$ cat config.mk
export PLATFORM = sky130hd
export DESIGN_NAME = cheri_tbre_sweep_flat
export DESIGN_NICKNAME = d
export VERILOG_FILES = /design/src/rtl/cheri_pkg.sv /design/src/rtl/cheri_tbre_sweep_if.sv /design/src/rtl/cheri_tbre_sweep.sv /design/src/flat_wrapper.sv
export SDC_FILE = /design/constraint.sdc
export NUM_CORES = 1
export LEC_CHECK = 0
export BUFFER_PORTS_ARGS = -buffer_cell sky130_fd_sc_hd__buf_4
export CAP_MARGIN = 20
export CORE_UTILIZATION = 28
export DETAILED_ROUTE_END_ITERATION = 10
export GPL_TIMING_DRIVEN = 0
export SLEW_MARGIN = 30
export SYNTH_ARGS = -nofsm -noshare
export SYNTH_HDL_FRONTEND = slang
export SYNTH_SLANG_ARGS = --single-unit
$ cat constraint.sdc
create_clock -name clk_i -period 5.6 [get_ports clk_i]
set_input_delay 1.12 -clock clk_i [delete_from_list [all_inputs] [get_ports clk_i]]
set_output_delay 1.12 -clock clk_i [all_outputs]
set_load 0.03 [all_outputs]
$ cat src/rtl/cheri_pkg.sv
// Shared CHERI types for the TBRE background revocation sweeper: capability metadata,
// sweep FSM encoding and slot geometry.
package cheri_pkg;

    localparam int TBRE_SLOT_BYTES = 8;

    typedef enum logic [2:0] {
        TBRE_IDLE      = 3'd0,
        TBRE_LD_REQ    = 3'd1,
        TBRE_LD_WAIT   = 3'd2,
        TBRE_TRVK_WAIT = 3'd3,
        TBRE_ST_REQ    = 3'd4,
        TBRE_ST_WAIT   = 3'd5,
        TBRE_NEXT      = 3'd6
    } tbre_sweep_state_e;

    typedef struct packed {
        logic        valid;
        logic [3:0]  otype;
        logic [11:0] perms;
        logic [8:0]  base;
        logic [8:0]  top;
    } reg_cap_t;

    localparam reg_cap_t NULL_REG_CAP = '0;

    // Write-back of a revoked slot keeps the metadata but drops the tag.
    function automatic reg_cap_t cap_clear_tag(input reg_cap_t c);
        reg_cap_t r;
        r       = c;
        r.valid = 1'b0;
        return r;
    endfunction

endpackage

$ cat src/rtl/cheri_tbre_sweep_if.sv
// LSU request/response channel between the TBRE sweeper (master) and the LSU (slave).
interface cheri_tbre_sweep_if;

    logic                lsu_tbre_req_o;
    logic                lsu_tbre_is_wr_o;
    logic [31:0]         lsu_tbre_addr_o;
    logic [31:0]         lsu_tbre_wdata_o;
    cheri_pkg::reg_cap_t lsu_tbre_wcap_o;
    logic                lsu_tbre_req_done_i;
    logic                lsu_tbre_resp_valid_i;
    logic                lsu_tbre_resp_err_i;
    logic [31:0]         rf_wdata_lsu_i;
    cheri_pkg::reg_cap_t rf_wcap_lsu_i;

    modport master (
        output lsu_tbre_req_o, lsu_tbre_is_wr_o, lsu_tbre_addr_o, lsu_tbre_wdata_o, lsu_tbre_wcap_o,
        input  lsu_tbre_req_done_i, lsu_tbre_resp_valid_i, lsu_tbre_resp_err_i,
        input  rf_wdata_lsu_i, rf_wcap_lsu_i
    );

    modport slave (
        input  lsu_tbre_req_o, lsu_tbre_is_wr_o, lsu_tbre_addr_o, lsu_tbre_wdata_o, lsu_tbre_wcap_o,
        output lsu_tbre_req_done_i, lsu_tbre_resp_valid_i, lsu_tbre_resp_err_i,
        output rf_wdata_lsu_i, rf_wcap_lsu_i
    );

endinterface

$ cat src/rtl/cheri_tbre_sweep.sv
// TBRE background revocation sweeper: load each slot, await the trvk verdict, write back
// revoked caps with the tag cleared. Optional tag-clear counter under CHERI_TBRE_STATS_EN.
module cheri_tbre_sweep import cheri_pkg::*; #(
    parameter int unsigned TrvkLatency = 3,
    parameter int unsigned WdtCycles   = 16
) (
    input  logic        clk_i,
    input  logic        rst_ni,
    input  logic        sweep_go_i,
    input  logic [31:0] sweep_start_i,
    input  logic [31:0] sweep_end_i,
    output logic        sweep_busy_o,
    output logic        sweep_done_o,
    output logic        sweep_err_o,
    cheri_tbre_sweep_if.master lsu,
    input  logic        tbre_trvk_en_i,
    input  logic        tbre_trvk_clrtag_i,
    input  logic        cpu_st_valid_i,
    input  logic [31:0] cpu_st_addr_i,
    output logic [31:0] sweep_nclr_o
);

    // A watchdog shorter than the verdict latency would abandon every slot.
    localparam int unsigned WdtLimit = (WdtCycles > TrvkLatency) ? WdtCycles : TrvkLatency + 1;
    localparam int unsigned WdtW     = $clog2(WdtLimit + 1);

    localparam logic [2:0] S_IDLE      = TBRE_IDLE;
    localparam logic [2:0] S_LD_REQ    = TBRE_LD_REQ;
    localparam logic [2:0] S_LD_WAIT   = TBRE_LD_WAIT;
    localparam logic [2:0] S_TRVK_WAIT = TBRE_TRVK_WAIT;
    localparam logic [2:0] S_ST_REQ    = TBRE_ST_REQ;
    localparam logic [2:0] S_ST_WAIT   = TBRE_ST_WAIT;
    localparam logic [2:0] S_NEXT      = TBRE_NEXT;

    localparam logic [31:0] SLOT_MASK = ~32'(TBRE_SLOT_BYTES - 1);

    logic [2:0]      state;
    logic [31:0]     cur_addr, end_addr, wdata, next_addr, go_start, go_end;
    reg_cap_t        wcap;
    logic            busy, done, err, snoop_hit, snoop_now;
    logic [WdtW-1:0] wdt;
    logic            unused_bits;

    assign go_start  = sweep_start_i & SLOT_MASK;
    assign go_end    = sweep_end_i & SLOT_MASK;
    assign next_addr = cur_addr + 32'(TBRE_SLOT_BYTES);
    assign snoop_now = cpu_st_valid_i && (cpu_st_addr_i[31:3] == cur_addr[31:3]);

    always_ff @(posedge clk_i or negedge rst_ni) begin
        if (!rst_ni) begin
            state     <= S_IDLE;
            cur_addr  <= '0;
            end_addr  <= '0;
            wdata     <= '0;
            wcap      <= NULL_REG_CAP;
            busy      <= 1'b0;
            done      <= 1'b0;
            err       <= 1'b0;
            snoop_hit <= 1'b0;
            wdt       <= '0;
        end else begin
            done <= 1'b0;
            err  <= 1'b0;
            case (state)
                S_IDLE: begin
                    if (sweep_go_i) begin
                        cur_addr <= go_start;
                        end_addr <= go_end;
                        if (go_start >= go_end) begin
                            done <= 1'b1;
                        end else begin
                            busy  <= 1'b1;
                            state <= S_LD_REQ;
                        end
                    end
                end
                S_LD_REQ: if (lsu.lsu_tbre_req_done_i) state <= S_LD_WAIT;
                S_LD_WAIT: begin
                    // Errored loads are captured too; trvk answers them with clrtag = 0.
                    if (lsu.lsu_tbre_resp_valid_i) begin
                        wdata     <= lsu.rf_wdata_lsu_i;
                        wcap      <= cap_clear_tag(lsu.rf_wcap_lsu_i);
                        snoop_hit <= snoop_now;
                        wdt       <= '0;
                        state     <= S_TRVK_WAIT;
                    end
                end
                S_TRVK_WAIT: begin
                    snoop_hit <= snoop_hit | snoop_now;
                    if (tbre_trvk_en_i) begin
                        // A same-cycle CPU store also counts: never clobber newer data.
                        state <= (tbre_trvk_clrtag_i && !(snoop_hit || snoop_now)) ? S_ST_REQ : S_NEXT;
                    end else if (wdt == WdtW'(WdtLimit - 1)) begin
                        err   <= 1'b1;
                        state <= S_NEXT;
                    end else begin
                        wdt <= wdt + 1'b1;
                    end
                end
                S_ST_REQ:  if (lsu.lsu_tbre_req_done_i) state <= S_ST_WAIT;
                S_ST_WAIT: if (lsu.lsu_tbre_resp_valid_i) state <= S_NEXT;
                S_NEXT: begin
                    cur_addr <= next_addr;
                    if (next_addr >= end_addr || next_addr == '0) begin
                        done  <= 1'b1;
                        busy  <= 1'b0;
                        state <= S_IDLE;
                    end else begin
                        state <= S_LD_REQ;
                    end
                end
                default: begin
                    busy  <= 1'b0;
                    state <= S_IDLE;
                end
            endcase
        end
    end

`ifdef CHERI_TBRE_STATS_EN
    logic [31:0] nclr;

    always_ff @(posedge clk_i or negedge rst_ni) begin
        if (!rst_ni) begin
            nclr <= '0;
        end else if (state == S_IDLE && sweep_go_i) begin
            nclr <= '0;
        end else if (state == S_ST_WAIT && lsu.lsu_tbre_resp_valid_i && nclr != '1) begin
            nclr <= nclr + 1'b1;
        end
    end

    assign sweep_nclr_o = nclr;
`else
    assign sweep_nclr_o = '0;
`endif

    assign sweep_busy_o         = busy;
    assign sweep_done_o         = done;
    assign sweep_err_o          = err;
    assign lsu.lsu_tbre_req_o   = (state == S_LD_REQ) || (state == S_ST_REQ);
    assign lsu.lsu_tbre_is_wr_o = (state == S_ST_REQ);
    assign lsu.lsu_tbre_addr_o  = cur_addr;
    assign lsu.lsu_tbre_wdata_o = wdata;
    assign lsu.lsu_tbre_wcap_o  = wcap;

    assign unused_bits = ^{lsu.lsu_tbre_resp_err_i, cpu_st_addr_i[2:0],
                           sweep_start_i[2:0], sweep_end_i[2:0]};

    // The LSU must accept a request before responding to it.
    resp_after_accept: assert property (@(posedge clk_i) disable iff (!rst_ni)
        (lsu.lsu_tbre_req_o && !lsu.lsu_tbre_req_done_i) |-> !lsu.lsu_tbre_resp_valid_i);

endmodule
$ cat src/flat_wrapper.sv
// flat-port wrapper written by rule: the top's interface ports become plain ports
module cheri_tbre_sweep_flat import cheri_pkg::*;
#(
    parameter int unsigned TrvkLatency = 3,
    parameter int unsigned WdtCycles   = 16
)
  (clk_i, rst_ni, sweep_go_i, sweep_start_i, sweep_end_i, sweep_busy_o, sweep_done_o, sweep_err_o, tbre_trvk_en_i, tbre_trvk_clrtag_i, cpu_st_valid_i, cpu_st_addr_i, sweep_nclr_o, lsu_lsu_tbre_req_o, lsu_lsu_tbre_is_wr_o, lsu_lsu_tbre_addr_o, lsu_lsu_tbre_wdata_o, lsu_lsu_tbre_wcap_o, lsu_lsu_tbre_req_done_i, lsu_lsu_tbre_resp_valid_i, lsu_lsu_tbre_resp_err_i, lsu_rf_wdata_lsu_i, lsu_rf_wcap_lsu_i);
  cheri_tbre_sweep_if lsu_i ();
  input  logic clk_i;
  input  logic rst_ni;
  input  logic sweep_go_i;
  input  logic [31:0] sweep_start_i;
  input  logic [31:0] sweep_end_i;
  output logic sweep_busy_o;
  output logic sweep_done_o;
  output logic sweep_err_o;
  input  logic tbre_trvk_en_i;
  input  logic tbre_trvk_clrtag_i;
  input  logic cpu_st_valid_i;
  input  logic [31:0] cpu_st_addr_i;
  output logic [31:0] sweep_nclr_o;
  output wire logic [$bits(lsu_i.lsu_tbre_req_o)-1:0] lsu_lsu_tbre_req_o;
  output wire logic [$bits(lsu_i.lsu_tbre_is_wr_o)-1:0] lsu_lsu_tbre_is_wr_o;
  output wire logic [$bits(lsu_i.lsu_tbre_addr_o)-1:0] lsu_lsu_tbre_addr_o;
  output wire logic [$bits(lsu_i.lsu_tbre_wdata_o)-1:0] lsu_lsu_tbre_wdata_o;
  output wire logic [$bits(lsu_i.lsu_tbre_wcap_o)-1:0] lsu_lsu_tbre_wcap_o;
  input wire logic [$bits(lsu_i.lsu_tbre_req_done_i)-1:0] lsu_lsu_tbre_req_done_i;
  input wire logic [$bits(lsu_i.lsu_tbre_resp_valid_i)-1:0] lsu_lsu_tbre_resp_valid_i;
  input wire logic [$bits(lsu_i.lsu_tbre_resp_err_i)-1:0] lsu_lsu_tbre_resp_err_i;
  input wire logic [$bits(lsu_i.rf_wdata_lsu_i)-1:0] lsu_rf_wdata_lsu_i;
  input wire logic [$bits(lsu_i.rf_wcap_lsu_i)-1:0] lsu_rf_wcap_lsu_i;
  assign lsu_lsu_tbre_req_o = lsu_i.lsu_tbre_req_o;
  assign lsu_lsu_tbre_is_wr_o = lsu_i.lsu_tbre_is_wr_o;
  assign lsu_lsu_tbre_addr_o = lsu_i.lsu_tbre_addr_o;
  assign lsu_lsu_tbre_wdata_o = lsu_i.lsu_tbre_wdata_o;
  assign lsu_lsu_tbre_wcap_o = lsu_i.lsu_tbre_wcap_o;
  assign lsu_i.lsu_tbre_req_done_i = lsu_lsu_tbre_req_done_i;
  assign lsu_i.lsu_tbre_resp_valid_i = lsu_lsu_tbre_resp_valid_i;
  assign lsu_i.lsu_tbre_resp_err_i = lsu_lsu_tbre_resp_err_i;
  assign lsu_i.rf_wdata_lsu_i = lsu_rf_wdata_lsu_i;
  assign lsu_i.rf_wcap_lsu_i = lsu_rf_wcap_lsu_i;
  cheri_tbre_sweep #(.TrvkLatency(TrvkLatency), .WdtCycles(WdtCycles)) u_core (.clk_i(clk_i), .rst_ni(rst_ni), .sweep_go_i(sweep_go_i), .sweep_start_i(sweep_start_i), .sweep_end_i(sweep_end_i), .sweep_busy_o(sweep_busy_o), .sweep_done_o(sweep_done_o), .sweep_err_o(sweep_err_o), .lsu(lsu_i), .tbre_trvk_en_i(tbre_trvk_en_i), .tbre_trvk_clrtag_i(tbre_trvk_clrtag_i), .cpu_st_valid_i(cpu_st_valid_i), .cpu_st_addr_i(cpu_st_addr_i), .sweep_nclr_o(sweep_nclr_o));
endmodule
==> results of run 1 <==
per-stage QoR:
| stage | area [sq um] | worst slack [ns] |
|---|---|---|
| 6_report | 11600 | 0.874 |
| 5_1_grt | 11600 | 0.632 |
| 4_1_cts | 11600 | 0.917 |
| 3_5_place_dp | 10900 | 0.945 |
| 3_3_place_gp | 10900 | 0.979 |
| 2_1_floorplan | 8470 | 1.94 |
worst min-delay path, stage by stage, from the launching register on:
cell	delay, ns
dfrtp_1	0.35
nand2_1	0.05
nand2_1	0.06
Yosys cell counts (2+ instances only):
| master | count |
|---|---|
| dfrtp_1 | 136 |
| nand2_1 | 88 |
| inv_1 | 70 |
| mux2_2 | 66 |
| ha_1 | 62 |
| o21ai_0 | 57 |
| xnor2_1 | 46 |
| buf_4 | 39 |
| nor2_1 | 36 |
| clkbuf_1 | 33 |
| a21oi_1 | 25 |
| nand3_1 | 24 |
| nand4_1 | 24 |
| a21o_1 | 17 |
| xor2_1 | 16 |
| a22oi_1 | 15 |
| nor3_1 | 14 |
| buf_2 | 12 |
| a211oi_1 | 6 |
| a31oi_1 | 6 |
| and3_1 | 6 |
| nand2b_1 | 5 |
| nor2b_1 | 5 |
| nor4_1 | 4 |
| nor4_2 | 4 |
| o311ai_0 | 4 |
| a221o_1 | 3 |
| a2bb2oi_1 | 3 |
| a22o_1 | 2 |
| and2_1 | 2 |
| and4_1 | 2 |
| and4b_1 | 2 |
| mux2i_1 | 2 |
| nand4_4 | 2 |
| nor3b_1 | 2 |
sequential cells by signal, indices dropped and copies added (netlist names):
| register | cells |
|---|---|
| u_core.lsu.lsu_tbre_wcap_o | 34 |
| u_core.lsu.lsu_tbre_wdata_o | 32 |
| u_core.end_addr | 29 |
| u_core.lsu.lsu_tbre_addr_o | 29 |
| u_core.wdt | 5 |
| u_core.state | 3 |
| u_core.snoop_hit | 1 |
| u_core.sweep_busy_o | 1 |
| u_core.sweep_done_o | 1 |
| u_core.sweep_err_o | 1 |
routing by layer:
metal / vias to the layer above / part of all wire
li1: 3533 / -
met1: 3470 / 0.43
met2: 331 / 0.47
met3: 49 / 0.069
met4: 0 / 0.037
met5: - / 0
kinds of logic (layout without fill, tap and decap cells):
family	count (synthesis)	count (layout)
AOI/OAI and AO/OA	147	147
and+or+nand+nor	228	228
muxes	68	68
other	1	36
DFF	136	136
buffers and inverters	155	448
xor gates and xnor gates	62	62
adders and majority gates	62	62
cell type report:
class	instances	area (sq um)
Fill cell	2911	17400
Multi-Input combinational cell	603	4310
Sequential cell	136	3400
Timing Repair Buffer	261	1990
Buffer	85	488
Tap cell	384	480
Clock buffer	18	429
Inverter	70	263
Clock inverter	14	211
power breakdown:
group | internal [mW] | switching [mW]
Combinational | 1.43 | 2.14
Clock | 0.760 | 0.483
Sequential | 1.45 | 0.295
worst paths after layout:
kind,slack (ns),end,cells past startpoint,startpoint
setup / recovery,0.87,u_core.sweep_done_o,14,u_core.lsu.lsu_tbre_addr_o[4]
hold / removal,0.49,u_core.end_addr[3],2,u_core.end_addr[3]
setup reg to reg,0.87,u_core.sweep_done_o,14,u_core.lsu.lsu_tbre_addr_o[4]
hold reg to reg,0.49,u_core.end_addr[3],2,u_core.end_addr[3]
max in group asynchronous,4.18,u_core.lsu.lsu_tbre_wdata_o[0],2,rst_ni
min in group asynchronous,0.65,u_core.end_addr[23],1,rst_ni
==> qor.txt, run 1 <==
Seq/Total Area, Yosys - 0.408
actual slew at the worst max-slew pin - 0.889 ns
antenna cell count - 0
P per Cell Area - 567 nW/um^2
relative slew slack - 0.402
clk slew on worst S/H paths - 0.06 ns
M3 GR Usage - 0.0350
CTS Sinks - 136
first-pass GRT wire length - 41,300 microns
synth-to-layout area growth - 38.9%
WP buf/inv - 1
Avg Cell Area, Syn - 9.70 sq um
number of global-route vias before repair - 7,220
Detailed Place HPWL - 21,900 microns
Mapped Cells - 859
final setup fails - 0
fin. max-slew vios - 0
Synth Area in Simple Gates - 0.141
GRT busiest layer - met2
Synth async-reset ratio - 1.00
Row Count - 62
initial antenna violation count - 0
Initial Utilization - 0.287
Clock Skews - 0.0106 ns
max-cap violations - 0
number of distinct library cells after synthesis - 54
Fmax achieved - 212 MHz
crit path capture type - flip-flop
Slowest-stage cell, CP - nor4_1
PortBufs - 260
slowest cell delay on critical path - 0.75 ns
commonest non-fill, non-tap cell in the layout - buf_4
CP Cell Sequence - ha_1 -> clkbuf_1 -> nand3_1 -> nor4_1 -> nand2_1 -> xnor2_1 -> ha_1 -> a2111oi_0 -> o21ai_0 -> a31o_2 -> a221oi_1 -> o21ai_0 -> a31oi_1 -> o22ai_1
drt via density - 4.70
data required time of the worst path - 5.85 ns
mux cell area share after synthesis - 0.0916
Synth Area in Compound Gates - 0.110
final hold viol count - 0
most frequent cells in the layout - buf_4, dfrtp_1, nand2_1
GR met2 Demand/Resource - 0.295
Post-Route WL - 27,400 microns
worst skew pair latency - 0.42 ns
Primary FF master, synth - dfrtp_1
Chip Height - 175 microns
M1 GR Usage - 0.225
Crit path arrival time - 4.97 ns
die area - 30,500 sq um
Crit path max-delay family - compound AO/OA/AOI/OAI gates
outcome - complete, no violations
Post-Synth Adder-Cell Area - 0.0931
worst vdd ir - 222 uV
post-synth top area share - 0.408
H-tree lvl count - 4
root buf cell - clkbuf_16
Core Region - 29,000 sq um
Util after Layout - 0.399
main area contributors after synthesis - dfrtp_1, ha_1, mux2_2
setup TNS - 0 ns
startpoint types - flip-flop
worst hold path class - reg2reg
GPL Wtd Cong - 0.870
number of flops mapped to enable cells by yosys - 0
WL/cell - 17.4 microns
CTS resizes - 0
RSZ-0062 raised after global routing - no
min cycle time layout - 4.73 ns
final net count - 1,408
kind of critical path - reg2reg
total CTS buffers - 17
ratio of cells with drive above 1 in the final layout - 0.356
Final ANT Viol Nets - 0
Mapped Area - 8340 sq um
Total Power - 6.57 mW
cell taking the most area after synthesis - dfrtp_1
largest net degree at the start of global routing - 74
final hold slack - 0.489 ns
Max clock buf depth - 2
Iteration-0 DRC Markers - 420
largest family of logic cells by synthesized area - simple AND/OR/NAND/NOR gates
vias post-DR - 7,383
Yosys reg bits - 136
fin cells - 1,571
DRT Pass-1 Iters - 5
Post-CTS Setup Inserts - 0
GRT Residual Overflow - 0
Syn. warnings - 0
Die W - 175 microns
Hold-fix buffers, CTS - 0
critical path peak fanout - 9
Synth Area in XOR/XNOR - 0.0651
CTS tree - built
number of top-level pins - 308
gr usage total - 0.179
period utilization - 0.844
Placed Instances - 1,539
total DRC errors in the routed layout - 0
static leakage - 5.65 nW
(Power assumes the default switching activity.)
==> run 2: changes to the inputs <==
--- a/config.mk
+++ b/config.mk
@@ -5,6 +5,7 @@
 export SDC_FILE = /design/constraint.sdc
 export NUM_CORES = 1
 export LEC_CHECK = 0
+export ABC_AREA = 1
 export BUFFER_PORTS_ARGS = -buffer_cell sky130_fd_sc_hd__buf_4
 export CAP_MARGIN = 20
 export CORE_UTILIZATION = 28
==> constraint.sdc (replaced) <==
create_clock -name clk_i -period 4.32 [get_ports clk_i]
set_input_delay 0.864 -clock clk_i [delete_from_list [all_inputs] [get_ports clk_i]]
set_output_delay 0.864 -clock clk_i [all_outputs]
set_load 0.03 [all_outputs]
==> qor.txt, run 2 <==
largest family of logic cells by synthesized area - simple AND/OR/NAND/NOR gates
gr usage total - 0.185
reg-to-reg startpoint - u_core.lsu.lsu_tbre_addr_o[3]
drt via density - 4.52
relative slew slack - 0.620
Mapped Area - 8630 sq um
root buf cell - clkbuf_16
CP Cell Sequence - ha_1 -> inv_1 -> nor2_4 -> nand2_4 -> nor2_8 -> xor2_2 -> inv_1 -> ha_1 -> nand2_1 -> inv_1 -> o21ai_0 -> nand2_1 -> nand2_1 -> o211ai_1 -> a21oi_1 -> nand2_1 -> nor2_1 -> nand3_1 -> nand2_1 -> nand2_1 -> nand2_1
synth-to-layout area growth - 37.5%
Avg Cell Area, Syn - 7.35 sq um
final hold viol count - 0
Worst path depth - 21
die area - 31,500 sq um
Worst Slack Setup Final - 1.18 ns
most frequent cells in the layout - nand2_1, buf_4, inv_1
Seq/Total Area, Yosys - 0.394
Post-Route WL - 28,600 microns
Synth Area in Simple Gates - 0.298
Post-Synth Adder-Cell Area - 0.0899
Row Count - 63
Fmax achieved - 319 MHz
worst skew pair latency - 0.43 ns
worst vdd ir - 324 uV
number of distinct library cells after synthesis - 39
Post-CTS Setup Inserts - 0
vias post-DR - 8,571
post-synth top area share - 0.394
actual slew at the worst max-slew pin - 0.571 ns
slowest cell delay on critical path - 0.53 ns
largest net degree at the start of global routing - 74
synth cell count leaders - nand2_1, inv_1, dfrtp_1, nor2_1, ha_1
mux cell area share after synthesis - 0
Synth async-reset ratio - 1.00
crit path capture type - flip-flop
FF-to-FF End - u_core.sweep_busy_o
main area contributors after synthesis - dfrtp_1, nand2_1, ha_1
kind of critical path - reg2reg
Filler Cells Inserted - 3,158
Clock Skews - 0.0113 ns
number of flops mapped to enable cells by yosys - 0
Crit path arrival time - 3.50 ns
max-cap violations - 0
CTS Sinks - 136
Crit path max-delay family - simple AND/OR/NAND/NOR gates
static leakage - 6.46 nW
Detailed Place HPWL - 23,300 microns
Iteration-0 DRC Markers - 521
Placed Instances - 1,860
Synth Area in XOR/XNOR - 0.0171
Yosys reg bits - 136
worst hold path class - in2async
PortBufs - 260
flop2flop setup slack - 1.18 ns
Hold-fix buffers, CTS - 0
Core Region - 30,000 sq um
initial antenna violation count - 3
H-tree lvl count - 4
most common cell in the netlist - nand2_1
commonest non-fill, non-tap cell in the layout - nand2_1
Chip Height - 178 microns
Mapped Cells - 1,174
GRT Residual Overflow - 0
GPL Wtd Cong - 0.912
min cycle time layout - 3.14 ns
Util after Layout - 0.396
final net count - 1,723
total DRC errors in the routed layout - 0
Initial Utilization - 0.288
CTS resizes - 0
outcome - complete, no violations
Die W - 178 microns
first-pass GRT wire length - 44,400 microns
Synth Area in Compound Gates - 0.0935
Slowest-stage cell, CP - dfrtp_1
max reg flops - 34
WL/cell - 15.1 microns
WP buf/inv - 3
final setup fails - 0
Syn. warnings - 0
ratio of cells with drive above 1 in the final layout - 0.245
RSZ-0062 raised after global routing - no
DP Worst Slack - 1.18 ns
critical path's most frequent cell - nand2_1
Max clock buf depth - 2
total CTS buffers - 17
Primary FF master, synth - dfrtp_1
clk slew on worst S/H paths - 0.07 ns
number of top-level pins - 308
setup TNS - 0 ns
fin. max-slew vios - 0
CTS tree - built
startpoint types - flip-flop
reg2reg path depth - 21
fin cells - 1,895
Final ANT Viol Nets - 0
data required time of the worst path - 4.69 ns
number of global-route vias before repair - 8,474
cell taking the most area after synthesis - dfrtp_1
period utilization - 0.726
P per Cell Area - 694 nW/um^2
critical path peak fanout - 7
DRT Pass-1 Iters - 9
==> run 2: cell count changes after synthesis, moves of 20 or more <==
cell      previous run  this run
xnor2_1             46         3
o211ai_1             0        20
mux2_2              66         0
inv_1               70       143
nor2_1              36        63
nand2_1             88       449
==> run 2: worst max path at each step <==
stage | start | to | slack (ns)
floorplan | u_core.lsu.lsu_tbre_addr_o[3] | u_core.state[0] | 1.61
global placement | u_core.lsu.lsu_tbre_addr_o[3] | u_core.sweep_done_o | 1.21
detailed placement | u_core.lsu.lsu_tbre_addr_o[3] | u_core.sweep_busy_o | 1.18
CTS | u_core.lsu.lsu_tbre_addr_o[3] | u_core.sweep_busy_o | 1.17
global route | u_core.lsu.lsu_tbre_addr_o[3] | u_core.state[0] | 0.80
finish | u_core.lsu.lsu_tbre_addr_o[3] | u_core.sweep_busy_o | 1.18
==> run 2: kinds of logic (layout without fill, tap and decap cells) <==
kind of cell / count (synthesis) / after routing
other: 1 / 39
XOR/XNOR: 16 / 16
buffers and inverters: 209 / 502
adder cells (fa/ha/maj): 62 / 62
flip-flops: 136 / 136
AND/OR/NAND/NOR: 614 / 614
AO/OA/AOI/OAI: 136 / 136
==> run 2: routing by layer <==
| metal | GRT usage | routed length (microns) | part of all wire | vias to the layer above |
|---|---|---|---|---|
| li1 | - | - | - | 4312 |
| met1 | 0.225 | 12000 | 0.42 | 3905 |
| met2 | 0.311 | 13700 | 0.48 | 320 |
| met3 | 0.0536 | 2400 | 0.084 | 32 |
| met4 | 0.0595 | 550 | 0.019 | 2 |
| met5 | 0 | 17 | 0.00059 | - |
==> run 2: worst register-to-register path: cells and delay by family (launching register included) <==
kind | cells | cell delay (ns)
fa+ha+maj | 2 | 0.57
compound gates | 3 | 0.35
flops | 1 | 0.53
xor+xnor | 1 | 0.21
buf+inv | 3 | 0.21
simple gates | 12 | 1.18
==> run 2: power breakdown <==
part	switching, mW	total (mW)	leakage, nW	internal (mW)
combinational	2.76	4.30	4.45	1.55
sequential	0.508	2.36	1.71	1.85
clock	0.684	1.57	0.302	0.886
total	3.95	8.23	6.46	4.29
==> run 2: cell type report <==
type                    instances  area (sq um)  share of cell area
inverters                     144           541              0.0456
diodes                          3          7.51            0.000633
flip-flops and latches        136          3400               0.287
well taps                     390           488              0.0411
multi-input cells             864          4430               0.374
repair buffers                261          1990               0.168
clock buffers                  17           425              0.0359
clock inverters                15           193              0.0162
plain buffers                  65           384              0.0324
==> run 2: per-stage QoR <==
| stage | instance area, sq um | total power [mW] | hold slack (ns) |
|---|---|---|---|
| after global routing | 11900 | 8.90 | 0.382 |
| after detailed placement | 11200 | 6.69 | 0.467 |
| after global placement | 11200 | 6.61 | 0.461 |
| final | 11900 | 8.23 | 0.352 |
| after floorplan | 8760 | 5.10 | 0.453 |
| after CTS | 11900 | 8.30 | 0.379 |
==> run 3: changes to the inputs <==
==> constraint.sdc (replaced) <==
create_clock -name clk_i -period 2.5 [get_ports clk_i]
set_input_delay 0.5 -clock clk_i [delete_from_list [all_inputs] [get_ports clk_i]]
set_output_delay 0.5 -clock clk_i [all_outputs]
set_load 0.03 [all_outputs]
==> qor.txt, run 3 (synthesized netlist as in run 2, its figures left out) <==
outcome - complete, but fails checks
failing checks - negative setup slack
Row Count - 63
Crit path arrival time - 3.14 ns
PortBufs - 260
Slowest-stage cell, CP - dfrtp_2
clk slew on worst S/H paths - 0.08 ns
combinational share of power - 0.545
antenna cell count - 0
Initial Utilization - 0.288
slowest cell delay on critical path - 0.48 ns
final net count - 1,744
total DRC errors in the routed layout - 0
CTS tree - built
CTS Sinks - 136
Int Pwr - 7.81 mW
Detailed Place HPWL - 23,400 microns
relative slew slack - 0.598
Die W - 178 microns
number of global-route vias before repair - 8,554
Iteration-0 DRC Markers - 486
ratio of cells with drive above 1 in the final layout - 0.302
synth-to-layout area growth - 42.8%
die area - 31,500 sq um
GRT Residual Overflow - 0
WL/cell - 15.3 microns
sw power - 7.14 mW
Final ANT Viol Nets - 0
root buf cell - clkbuf_16
crit path capture type - flip-flop
max reg flops - 34
most frequent cells in the layout - nand2_1, buf_4, inv_1
fin cells - 1,913
number of top-level pins - 308
gr usage total - 0.186
initial antenna violation count - 3
data required time of the worst path - 2.86 ns
sw frac - 0.478
met2 WL - 14,100 microns
worst vdd ir - 612 uV
drt via density - 4.57
static leakage - 6.55 nW
Core Region - 30,000 sq um
critical path peak fanout - 6
first-pass GRT wire length - 45,000 microns
actual slew at the worst max-slew pin - 0.603 ns
Clk pwr share - 0.180
worst skew pair latency - 0.43 ns
Fmax achieved - 359 MHz
met1 wire length - 12,200 microns
H-tree lvl count - 4
total CTS buffers - 17
Total Power - 14.9 mW
Reg power frac - 0.275
met3 wire length - 2320 microns
commonest non-fill, non-tap cell in the layout - nand2_1
final hold slack - 0.254 ns
Chip Height - 178 microns
worst hold path class - in2reg
kind of critical path - reg2reg
Clock Skews - 0.0173 ns
largest net degree at the start of global routing - 83
Max clock buf depth - 2
Worst Slack Setup Final - -0.284 ns
final setup fails - 3
critical path's most frequent cell - nand2_1
max-cap violations - 0
DRT Pass-1 Iters - 5
RSZ-0062 raised after global routing - yes
vias post-DR - 8,740
fin. max-slew vios - 0
period utilization - 1.11
GPL Wtd Cong - 0.925
min cycle time layout - 2.78 ns
CP Cell Sequence - ha_4 -> inv_2 -> nor2_4 -> nand2_4 -> nor2_8 -> xor2_4 -> inv_2 -> ha_4 -> a21oi_1 -> nand2_1 -> nand2_1 -> o211ai_1 -> a21oi_2 -> nand2_1 -> nor2_2 -> nand3_1 -> nand2_1 -> nand2_1 -> nand2_1
P per Cell Area - 1210 nW/um^2
Post-Route WL - 29,200 microns
startpoint types - flip-flop
final hold viol count - 0
Placed Instances - 1,860
DR top layer - met5
run 3: cell count changes in the layout (fill, tap and decap cells not counted), sizes merged:
cell	change
clkinvlp	-1
buf	+20
inv	-1
clkinv	+2
diode	-3
dlygate4sd3	+1
run 3: timing repair:
action / in CTS / in global routing
setup endpoints to repair: 3 / 3
pin swaps: 15 / 12
buffers inserted: 12 / 8
endpoints found under the hold margin: 9 / 0
hold buffers: 1 / 0
gates resized for setup: 31 / 36
run 3: critical path, delay by kind of cell, from the launching register on:
| kind | cells | cell delay [ns] |
|---|---|---|
| and+or+nand+nor | 11 | 1.10 |
| DFF | 1 | 0.48 |
| AOI/OAI and AO/OA | 3 | 0.46 |
| adders and majority gates | 2 | 0.39 |
| xor gates and xnor gates | 1 | 0.18 |
| buffers and inverters | 2 | 0.10 |
run 3: metal layers:
layer / GRT usage / vias up
li1: - / 4338
met1: 0.228 / 4045
met2: 0.317 / 317
met3: 0.0531 / 34
met4: 0.0502 / 6
met5: 0 / -
run 3: path summary, 6_finish.rpt:
path	startpoint	endpoint	slack (ns)	cells past startpoint
setup / recovery	u_core.lsu.lsu_tbre_addr_o[3]	u_core.sweep_busy_o	-0.28	19
hold / removal	lsu_rf_wcap_lsu_i[12]	u_core.lsu.lsu_tbre_wcap_o[12]	0.25	3
setup reg to reg	u_core.lsu.lsu_tbre_addr_o[3]	u_core.sweep_busy_o	-0.28	19
hold reg to reg	u_core.sweep_busy_o	u_core.sweep_busy_o	0.48	2
max in group asynchronous	rst_ni	u_core.lsu.lsu_tbre_addr_o[17]	1.10	3
min in group asynchronous	rst_ni	u_core.lsu.lsu_tbre_wdata_o[14]	0.57	2
run 3: power groups by stage:
stage | Combinational [mW] | Clock, mW | Sequential, mW
after floorplan | 3.53 | 0 | 5.34
after global placement | 7.40 | 0 | 4.10
after detailed placement | 7.55 | 0 | 4.12
after CTS | 7.83 | 2.77 | 4.11
after global routing | 9.02 | 2.87 | 4.25
final | 8.14 | 2.69 | 4.11
run 3: stage by stage:
stage	setup TNS (ns)	cell area [sq um]	utilization	worst slack [ns]
floorplan	0	8800	-	0.00152
global placement	-1.32	11200	0.375	-0.450
detailed placement	-1.46	11300	0.376	-0.491
CTS	-0.721	12100	0.404	-0.251
global route	-1.31	12300	0.411	-0.459
finish	-0.812	12300	0.411	-0.284
run 3: area by class of cell:
cell class / count / area, sq um
multi-input cells: 864 / 4710
clock buffers: 17 / 425
inverters: 144 / 541
flip-flops and latches: 136 / 3430
clock inverters: 15 / 194
well taps: 390 / 488
fillers: 3087 / 17600
repair buffers: 282 / 2150
plain buffers: 65 / 387
